[config.mk]
export PLATFORM = sky130hd
export DESIGN_NAME = imem_uart_loader
export DESIGN_NICKNAME = d
export VERILOG_FILES = /design/src/rtl/imem_loader_pkg.sv /design/src/rtl/imem_word_packer.sv /design/src/rtl/imem_uart_loader.sv
export SDC_FILE = /design/constraint.sdc
export NUM_CORES = 1
export LEC_CHECK = 0
export CORE_AREA = 5 5 121 95
export DETAILED_ROUTE_END_ITERATION = 8
export DIE_AREA = 0 0 126 100
export DONT_BUFFER_PORTS = 1
export PLACE_DENSITY = 0.87
export SLEW_MARGIN = 40
export SYNTH_ARGS = -nofsm -noshare
export SYNTH_HDL_FRONTEND = slang
export SYNTH_SLANG_ARGS = --single-unit
[constraint.sdc]
create_clock -name clk_i -period 4.8 [get_ports clk_i]
set_input_delay 0.96 -clock clk_i [delete_from_list [all_inputs] [get_ports clk_i]]
set_output_delay 0.96 -clock clk_i [all_outputs]
set_load 0.1 [all_outputs]
[src/rtl/imem_loader_pkg.sv]
`default_nettype none
// ============================================================================
// Module      : imem_loader_pkg
// Description : Shared types and constants for the UART IMEM loader.
// Revision    : 1.0 - initial release
// ============================================================================
package imem_loader_pkg;

  localparam int LEN_W = 16;

  typedef logic [2:0] loader_state_t;

  localparam loader_state_t ST_IDLE  = 3'd0;
  localparam loader_state_t ST_LEN0  = 3'd1;
  localparam loader_state_t ST_LEN1  = 3'd2;
  localparam loader_state_t ST_DATA  = 3'd3;
  localparam loader_state_t ST_CHK   = 3'd4;
  localparam loader_state_t ST_FLUSH = 3'd5;
  localparam loader_state_t ST_ERR   = 3'd6;

  typedef enum logic [1:0] {
    ERR_ABORT   = 2'd0,
    ERR_BAD_LEN = 2'd1,
    ERR_TIMEOUT = 2'd2,
    ERR_BAD_CHK = 2'd3
  } err_code_t;

endpackage
`default_nettype wire

[src/rtl/imem_word_packer.sv]
`default_nettype none
// ============================================================================
// Module      : imem_word_packer
// Description : Packs received bytes little-endian into 32-bit words and
//               keeps a running XOR checksum of every byte accepted.
// Revision    : 1.0 - initial release
// ============================================================================
module imem_word_packer
  import imem_loader_pkg::*;
(
  input  logic        clk_i,
  input  logic        rst_i,
  input  logic        clear_i,
  input  logic        valid_i,
  input  logic [7:0]  byte_i,
  output logic        last_byte_o,
  output logic        word_ready_o,
  output logic [31:0] word_o,
  output logic [7:0]  chk_o
);

  logic [1:0]  byte_idx_q;
  logic [31:0] word_q;
  logic [7:0]  chk_q;
  logic        ready_q;

  // The assembled word stays stable during the write cycle: the next byte
  // can only land in lane 0 at the end of that cycle.
  always_ff @(posedge clk_i or posedge rst_i) begin
    if (rst_i) begin
      byte_idx_q <= 2'd0;
      word_q     <= 32'd0;
      chk_q      <= 8'd0;
      ready_q    <= 1'b0;
    end else begin
      ready_q <= valid_i && !clear_i && (byte_idx_q == 2'd3);
      if (clear_i) begin
        byte_idx_q <= 2'd0;
        word_q     <= 32'd0;
        chk_q      <= 8'd0;
      end else if (valid_i) begin
        word_q[{byte_idx_q, 3'b000} +: 8] <= byte_i;
        chk_q      <= chk_q ^ byte_i;
        byte_idx_q <= byte_idx_q + 2'd1;
      end
    end
  end

  assign last_byte_o  = (byte_idx_q == 2'd3);
  assign word_ready_o = ready_q;
  assign word_o       = word_q;
  assign chk_o        = chk_q;

endmodule
`default_nettype wire

[src/rtl/imem_uart_loader.sv]
`default_nettype none
// ============================================================================
// Module      : imem_uart_loader
// Description : Reprograms instruction memory from a UART byte stream and
//               arbitrates the single IMEM port between fetch and loader.
// Revision    : 1.0 - initial release
// ============================================================================
module imem_uart_loader
  import imem_loader_pkg::*;
#(
  parameter int IMEM_WORDS  = 1024,
  parameter int TIMEOUT_CYC = 1_000_000
)
(
  input  logic        clk_i,
  input  logic        rst_i,
  input  logic        prog_req_i,
  input  logic        rx_valid_i,
  input  logic [7:0]  rx_data_i,
  input  logic        fetch_en_i,
  input  logic [31:0] fetch_addr_i,
  output logic        imem_en_o,
  output logic [3:0]  imem_we_o,
  output logic [31:0] imem_addr_o,
  output logic [31:0] imem_din_o,
  output logic        memcon_prog_ena_o,
  output logic        busy_o,
  output logic        done_o,
  output logic        err_o,
  output logic [1:0]  err_code_o
);

  localparam int TO_W = $clog2(TIMEOUT_CYC + 1);

  loader_state_t    state_q, state_d;
  logic             prog_req_q;
  logic [7:0]       len_lo_q, len_lo_d;
  logic [LEN_W-1:0] n_q, n_d;
  logic [LEN_W-1:0] word_idx_q, word_idx_d;
  logic [TO_W-1:0]  to_q, to_d;
  err_code_t        err_code_q, err_code_d;

  logic             w_pk_clear;
  logic             w_pk_valid;
  logic             w_last_byte;
  logic             w_word_ready;
  logic [31:0]      w_word;
  logic [7:0]       w_chk;
  logic [LEN_W-1:0] w_len;
  logic             w_loader_owns;
  logic             w_write;

  imem_word_packer u_packer (
    .clk_i        (clk_i),
    .rst_i        (rst_i),
    .clear_i      (w_pk_clear),
    .valid_i      (w_pk_valid),
    .byte_i       (rx_data_i),
    .last_byte_o  (w_last_byte),
    .word_ready_o (w_word_ready),
    .word_o       (w_word),
    .chk_o        (w_chk)
  );

  assign w_len = {rx_data_i, len_lo_q};

  always_comb begin
    state_d    = state_q;
    len_lo_d   = len_lo_q;
    n_d        = n_q;
    word_idx_d = w_word_ready ? word_idx_q + LEN_W'(1) : word_idx_q;
    err_code_d = err_code_q;
    to_d       = '0;
    w_pk_clear = 1'b0;
    w_pk_valid = 1'b0;
    case (state_q)
      ST_IDLE: begin
        if (prog_req_i && !prog_req_q) state_d = ST_LEN0;
      end
      ST_LEN0, ST_LEN1, ST_DATA, ST_CHK: begin
        to_d = rx_valid_i ? '0 : to_q + TO_W'(1);
        // Abort wins over a byte arriving in the same cycle.
        if (!prog_req_i) begin
          state_d    = ST_ERR;
          err_code_d = ERR_ABORT;
        end else if (rx_valid_i) begin
          case (state_q)
            ST_LEN0: begin
              len_lo_d = rx_data_i;
              state_d  = ST_LEN1;
            end
            ST_LEN1: begin
              if ((w_len == '0) || (32'(w_len) > 32'(IMEM_WORDS))) begin
                state_d    = ST_ERR;
                err_code_d = ERR_BAD_LEN;
              end else begin
                n_d        = w_len;
                word_idx_d = '0;
                w_pk_clear = 1'b1;
                state_d    = ST_DATA;
              end
            end
            ST_DATA: begin
              w_pk_valid = 1'b1;
              if (w_last_byte && (word_idx_q == n_q - LEN_W'(1))) state_d = ST_CHK;
            end
            default: begin
              if (rx_data_i == w_chk) begin
                state_d = ST_FLUSH;
              end else begin
                state_d    = ST_ERR;
                err_code_d = ERR_BAD_CHK;
              end
            end
          endcase
        end else if (to_d == TO_W'(TIMEOUT_CYC - 1)) begin
          state_d    = ST_ERR;
          err_code_d = ERR_TIMEOUT;
        end
      end
      ST_FLUSH: state_d = ST_IDLE;
      ST_ERR: begin
        if (!prog_req_i) state_d = ST_IDLE;
      end
      default: state_d = ST_IDLE;
    endcase
  end

  always_ff @(posedge clk_i or posedge rst_i) begin
    if (rst_i) begin
      state_q    <= ST_IDLE;
      prog_req_q <= 1'b0;
      len_lo_q   <= 8'd0;
      n_q        <= '0;
      word_idx_q <= '0;
      to_q       <= '0;
      err_code_q <= ERR_ABORT;
    end else begin
      state_q    <= state_d;
      prog_req_q <= prog_req_i;
      len_lo_q   <= len_lo_d;
      n_q        <= n_d;
      word_idx_q <= word_idx_d;
      to_q       <= to_d;
      err_code_q <= err_code_d;
    end
  end

  // The last word's write may fall in CHK/FLUSH/ERR; it is still issued.
  assign w_loader_owns = (state_q != ST_IDLE);
  assign w_write       = w_loader_owns && w_word_ready;

  assign imem_en_o   = w_loader_owns ? w_write : fetch_en_i;
  assign imem_we_o   = w_write ? 4'hF : 4'h0;
  assign imem_addr_o = w_loader_owns ? 32'({word_idx_q, 2'b00}) : fetch_addr_i;
  assign imem_din_o  = w_write ? w_word : 32'd0;

  assign memcon_prog_ena_o = w_loader_owns;
  assign busy_o            = w_loader_owns;
  assign done_o            = (state_q == ST_FLUSH);
  assign err_o             = (state_q == ST_ERR);
  assign err_code_o        = err_code_q;

endmodule
`default_nettype wire

# ---- Yosys cells after proc, flatten, opt, wreduce, memory -nomap -nowiden
# Index checks and enable logic that the tools add are counted.
dict set report word_totals {
  reg_bits 109
  elab_cells 101
  out_inout_bits 75
  input_bits 45
}
dict set report classes {
  muxes 44
  magnitude_cmp 1
  eq_ne 18
  n_shift 2
  bitwise 2
  n_reduce_logical 18
  n_addsub 5
}
# op n
set op_table {}
lappend op_table {{32-bit 2-to-1 mux} 4}
lappend op_table {{16-bit 2-to-1 mux} 6}
lappend op_table {{20-bit 2-to-1 mux} 2}
lappend op_table {{32-bit bitwise mux} 1}
lappend op_table {{8-bit by 7-bit variable shift with 32-bit output (first input constant)} 1}
lappend op_table {{8-bit by 7-bit indexed part select with 32-bit output} 1}
lappend op_table {{3-bit 2-to-1 mux} 7}
lappend op_table {{20-bit by 1-bit adder with 20-bit output (second input constant)} 1}
lappend op_table {{20-bit equality test (second input constant)} 1}
lappend op_table {{3-bit case mux with 3 select lines} 2}
lappend op_table {{16-bit by 1-bit adder with 16-bit output (second input constant)} 1}
lappend op_table {{16-bit equality test} 1}
lappend op_table {{16-bit by 11-bit greater-than comparator with 1-bit output (second input constant)} 1}
lappend op_table {{16-bit logical NOT} 1}
lappend op_table {{2-bit 2-to-1 mux} 8}
lappend op_table {{8-bit 2-to-1 mux} 2}
lappend op_table {{16-bit by 1-bit subtractor with 16-bit output (second input constant)} 1}
lappend op_table {{1-bit 2-to-1 mux} 10}
lappend op_table {{5-bit AND reduction} 2}
lappend op_table {{3-bit equality test (second input constant)} 3}
lappend op_table {{8-bit equality test} 1}
lappend op_table {{4-bit inequality test (second input constant)} 2}
lappend op_table {{4-bit AND reduction} 2}
lappend op_table {{8-bit XOR} 1}
lappend op_table {{other kinds (21)} 28}

# ---- Longest topological paths before layout
dict set report logic_depth {
  depth_word 10
  mapped_depth 11
  mapped_depth_nobuf 10
}

# ---- By module
# Synthesis repeated with hierarchy kept, for this count alone.
dict set report hier_totals {
  hier_cells 716
  hier_area_um2 6727.7
}
# module cells_per_inst area_per_inst_um2 instances seq_area_each_um2
set modules_own_cells {}
lappend modules_own_cells {imem_uart_loader 551 4628.2 1 1651.6}
lappend modules_own_cells {imem_word_packer 165 2099.5 1 1076.0}

# ---- Worst setup path before layout
# OpenSTA, ideal clock, no wires.
dict set report synth_path {
  path_kind {register to output}
  from {register state_q[1]}
  to {output port imem_addr_o[16]}
  path_stages_with_launch 5
  n_path_buf 2
  arrival_time_ps 3035
  slack_ps 805
  required_ps 3840
  path_cell_list {dfrtp_1 > clkbuf_1 > nor2_1 > clkbuf_1 > o21ai_0}
}
dict set report synth_between {
  elab_chain_cells 2
}
# item line_no
set synth_rtl {}
lappend synth_rtl {{from (decl)} imem_uart_loader.sv:35} ;# loader_state_t state_q, state_d;
lappend synth_rtl {{from (signal assigned)} imem_uart_loader.sv:139} ;# state_q <= state_d;
lappend synth_rtl {{3-bit nonzero test} imem_uart_loader.sv:150} ;# assign w_loader_owns = (state_q != ST_IDLE);
lappend synth_rtl {{32-bit 2-to-1 mux} imem_uart_loader.sv:155} ;# assign imem_addr_o = w_loader_owns ? 32'({word_idx_q, 2'b00}) : fetch_addr_i;
lappend synth_rtl {{to (decl)} imem_uart_loader.sv:24} ;# output logic [31:0] imem_addr_o,
# No other way between the ends.

# ---- Worst setup path in the final report
dict set report layout_path {
  from {register state_q[2]}
  to {output port imem_en_o}
}
dict set report layout_between {
  elab_chain_cells 3
}
# item line_no
set layout_rtl {}
lappend layout_rtl {{3-bit nonzero test *} imem_uart_loader.sv:150}
lappend layout_rtl {{1-bit logical AND} imem_uart_loader.sv:151} ;# assign w_write = w_loader_owns && w_word_ready;
lappend layout_rtl {{1-bit 2-to-1 mux *} imem_uart_loader.sv:153} ;# assign imem_en_o = w_loader_owns ? w_write : fetch_en_i;
lappend layout_rtl {{to (decl)} imem_uart_loader.sv:22} ;# output logic imem_en_o,
# Every way passes the cells marked *; elsewhere a longest branch is shown, timed or not.

==> results.sh <==
export IMPL_fin_setup_tns_ns=0
export IMPL_synth_top_cell_by_area="dfrtp_1"
export IMPL_arrival_ns=3.11
export IMPL_grt_overflow_total=0
export IMPL_dp_cells=797
export IMPL_peakVddDrop_mv=0.321
export IMPL_die_area_um2=12600
export IMPL_yosys_warnings=0
export IMPL_area_growth_pct=7.90
export IMPL_slew_viol_final=0
export IMPL_critPathLaunch="state_q[2]"
export IMPL_worst_pin_slew_ns=0.854
export IMPL_stdcell_count=814
export IMPL_required_ns=3.84
export IMPL_synthSimpleGateAreaFrac=0.264
export IMPL_pwr_share_comb=0.442
export IMPL_seqCellArea_um2=2730
export IMPL_fin_crit_ns=4.07
export IMPL_outcome="finished, final reports clean"
export IMPL_num_vias=5303
export IMPL_slew_headroom=0.432
export IMPL_min_path_type="reg -> reg"
export IMPL_skew_ns=0.00914
export IMPL_ys_types=65
export IMPL_dp_slack_ns=1.14
export IMPL_syn_nets=760
export IMPL_place_gp_congestion=0.898
export IMPL_power_density_nw_per_um2=583
export IMPL_p_switching_w=0.00204
export IMPL_drt_pass1_iter_count=5
export IMPL_fp_dieH_um=100
export IMPL_clk_latency_ns=0.36
export IMPL_grt_pass1_vias=5112
export IMPL_hold_viol=0
export IMPL_setup_viol=0
export IMPL_layout_drive_gt1_share=0.174
export IMPL_min_period_over_period=0.848
export IMPL_end_kind="output port"
export IMPL_cts_inserted_buffers=9
export IMPL_cts_sinks=109
export IMPL_async_flop_share=1.00
export IMPL_muxShareOfSynthArea=0.0413
export IMPL_antenna_found_initial=0
export IMPL_ys_ff_latch=109
export IMPL_p_seq_frac=0.342
export IMPL_max_freq_mhz=246
export IMPL_start_kind="flop"
export IMPL_hp_start="to_q[0]"
export IMPL_clkPwrFrac=0.217
export IMPL_grt_first_pass_wirelength_um=26700
export IMPL_cts_resized=0
export IMPL_wl_um=16400
export IMPL_nets=727
export IMPL_wl_per_cell_um=20.1
export IMPL_cts_tree="done"
export IMPL_crit_fanout=49
export IMPL_synth_area_leaders="dfrtp_1 (43%), nand2_1 (5.7%), xor2_1 (4.4%), xnor2_1 (4.1%), and3_1 (3.7%)"
export IMPL_io_buffers=0
export IMPL_r2r_start="state_q[2]"
export IMPL_drc=0
export IMPL_drt_initial_drc_count=711
export IMPL_clock_path_buffers=2
export IMPL_grt_total_usage=0.263
export IMPL_fin_ws_ns=0.728
export IMPL_clk_pin_slew_ns=0.07
export IMPL_cts_root_buffer="clkbuf_16"
export IMPL_core_area_um2=10100
export IMPL_rsz0062_at_grt="false"
export IMPL_viasPerCell=6.51
export IMPL_p_leak_nw=2.97
export IMPL_synth_xor_area_frac=0.0857
export IMPL_multi_input_area_um2=3470
export IMPL_fillers=774
export IMPL_yosysTopAreaCellShare=0.431
export IMPL_postCtsSetupBuffers=0
export IMPL_htreeDepth=3
export IMPL_ant_nets=0
export IMPL_io_pins=120
export IMPL_critPathKind="reg -> out"
export IMPL_grt_max_degree=83
export IMPL_netSwitchingFraction=0.511
export IMPL_p_int_w=0.00195
export IMPL_synthAdderAreaFrac=0.0178
export IMPL_synth_compound_area_frac=0.117
export IMPL_antennaDiodeCount=0
export IMPL_maxCapViolations=0
export IMPL_synthFlopType="dfrtp_1"
export IMPL_netlist_area_um2=6330
export IMPL_fp_row_count=32
export IMPL_start_util=0.628
export IMPL_synth_edf_count=0
export IMPL_synth_cells=706
export IMPL_dieWidth_um=126
export IMPL_synth_top_family_by_area="simple AND/OR/NAND/NOR gates"
export IMPL_ys_seq_area_frac=0.431
export IMPL_cts_hold_buffers_added=0
export IMPL_avgSynthCellArea_um2=8.97
export IMPL_dpl_hpwl_um=11300
[cell type report]
cell class,count,share of cell area
Clock buffer,9,0.0329
Inverter,15,0.00915
Timing Repair Buffer,7,0.00824
Sequential cell,109,0.400
Tap cell,136,0.0249
Clock inverter,7,0.0179
Multi-Input combinational cell,531,0.507
[worst max-delay path: stages (launching register included)]
cell and delay [ns]:
dfrtp_1 0.52, or2_2 0.38, nor2_2 0.08, buf_4 0.34, clkinv_2 0.56, and2_4 0.39
a21o_1 0.48
[kinds of logic after synthesis]
logic type,Yosys count
buffers and inverters,66
flip-flops,109
AND/OR/NAND/NOR,326
AO/OA/AOI/OAI,110
adder cells (fa/ha/maj),9
XOR/XNOR,62
multiplexers,24
[flip-flops by register name, indices dropped and copies added, names as in the netlist, 2 cells and up]
signal,cells
n_q,16
len_lo_q,8
state_q,3
u_packer.chk_o,8
u_packer.byte_idx_q,2
word_idx_q,16
err_code_o,2
to_q,20
u_packer.word_o,32
[final timing paths]
kind	to	slack [ns]	cells after the start
max in group asynchronous	word_idx_q[1]	3.35	2
min in group asynchronous	u_packer.word_o[28]	0.59	1
setup reg to reg	to_q[15]	1.85	7
hold reg to reg	to_q[0]	0.49	1
hold / removal	to_q[0]	0.49	1
setup / recovery	imem_en_o	0.73	6
[through the flow]
step / cell area (um^2) / power [W] / util / hold WS [ns]
finish: 6840 / 0.00399 / 0.677 / 0.495
global route: 6840 / 0.00416 / 0.677 / 0.514
CTS: 6830 / 0.00398 / 0.677 / 0.491
detailed placement: 6480 / 0.00311 / 0.642 / 0.481
global placement: 6360 / 0.00299 / 0.630 / 0.475
floorplan: 6330 / 0.00285 / - / 0.440
[Yosys cell counts, types with 6 or more instances]
cell type,instances
nand3_1,29
nor2_1,60
mux2i_1,7
inv_1,15
and3_1,37
a22oi_1,7
clkbuf_1,40
nor3_1,9
a21oi_1,18
o21ai_0,14
nor2b_1,12
ha_1,9
nand4_1,15
xor2_1,32
dfrtp_1,109
o21ai_1,22
xnor2_1,30
a22o_1,15
nand2b_1,6
nor4_1,10
and2_1,22
nand2_1,97
mux2_1,9
mux2_2,8
[power by group through the flow]
| stage | combinational [W] | clock (W) | sequential [W] |
|---|---|---|---|
| CTS | 0.00176 | 0.000871 | 0.00135 |
| global route | 0.00186 | 0.000916 | 0.00138 |
| finish | 0.00176 | 0.000863 | 0.00136 |
| detailed placement | 0.00175 | 0 | 0.00137 |
| floorplan | 0.00161 | 0 | 0.00124 |
| global placement | 0.00164 | 0 | 0.00135 |
[routing by layer]
| layer | GRT usage | part of all wire | vias up |
|---|---|---|---|
| met2 | 0.409 | 0.45 | 307 |
| li1 | - | - | 2373 |
| met1 | 0.371 | 0.42 | 2569 |
| met4 | 0.0849 | 0.025 | 0 |
| met3 | 0.0596 | 0.10 | 54 |
| met5 | 0 | 0 | - |
[placed cells by master, fill, tap and decap left out, types with 3 or more instances in the layout]
| master | n |
|---|---|
| and3_2 | 32 |
| xor2_1 | 32 |
| o31ai_1 | 5 |
| buf_4 | 6 |
| nand2b_1 | 6 |
| bufinv_16 | 3 |
| o21ai_1 | 22 |
| dfrtp_2 | 3 |
| nor2b_1 | 12 |
| mux2_2 | 8 |
| and2_2 | 18 |
| o21bai_1 | 3 |
| o21ai_0 | 12 |
| and2_1 | 3 |
| mux2i_1 | 7 |
| inv_1 | 13 |
| nand4_1 | 15 |
| xnor2_1 | 30 |
| nand3_1 | 29 |
| nand2_1 | 83 |
| clkbuf_16 | 9 |
| a31oi_1 | 4 |
| and3_1 | 5 |
| mux2_1 | 9 |
| a22oi_1 | 7 |
| dfrtp_1 | 106 |
| or3_1 | 5 |
| a22o_1 | 15 |
| nand2_2 | 14 |
| nor2_1 | 58 |
| nor4_1 | 10 |
| o211ai_1 | 3 |
| nor3_1 | 9 |
| a21oi_1 | 18 |
| ha_1 | 9 |
| nand4b_1 | 4 |
No activity file was read; power rests on OpenSTA's default activity.
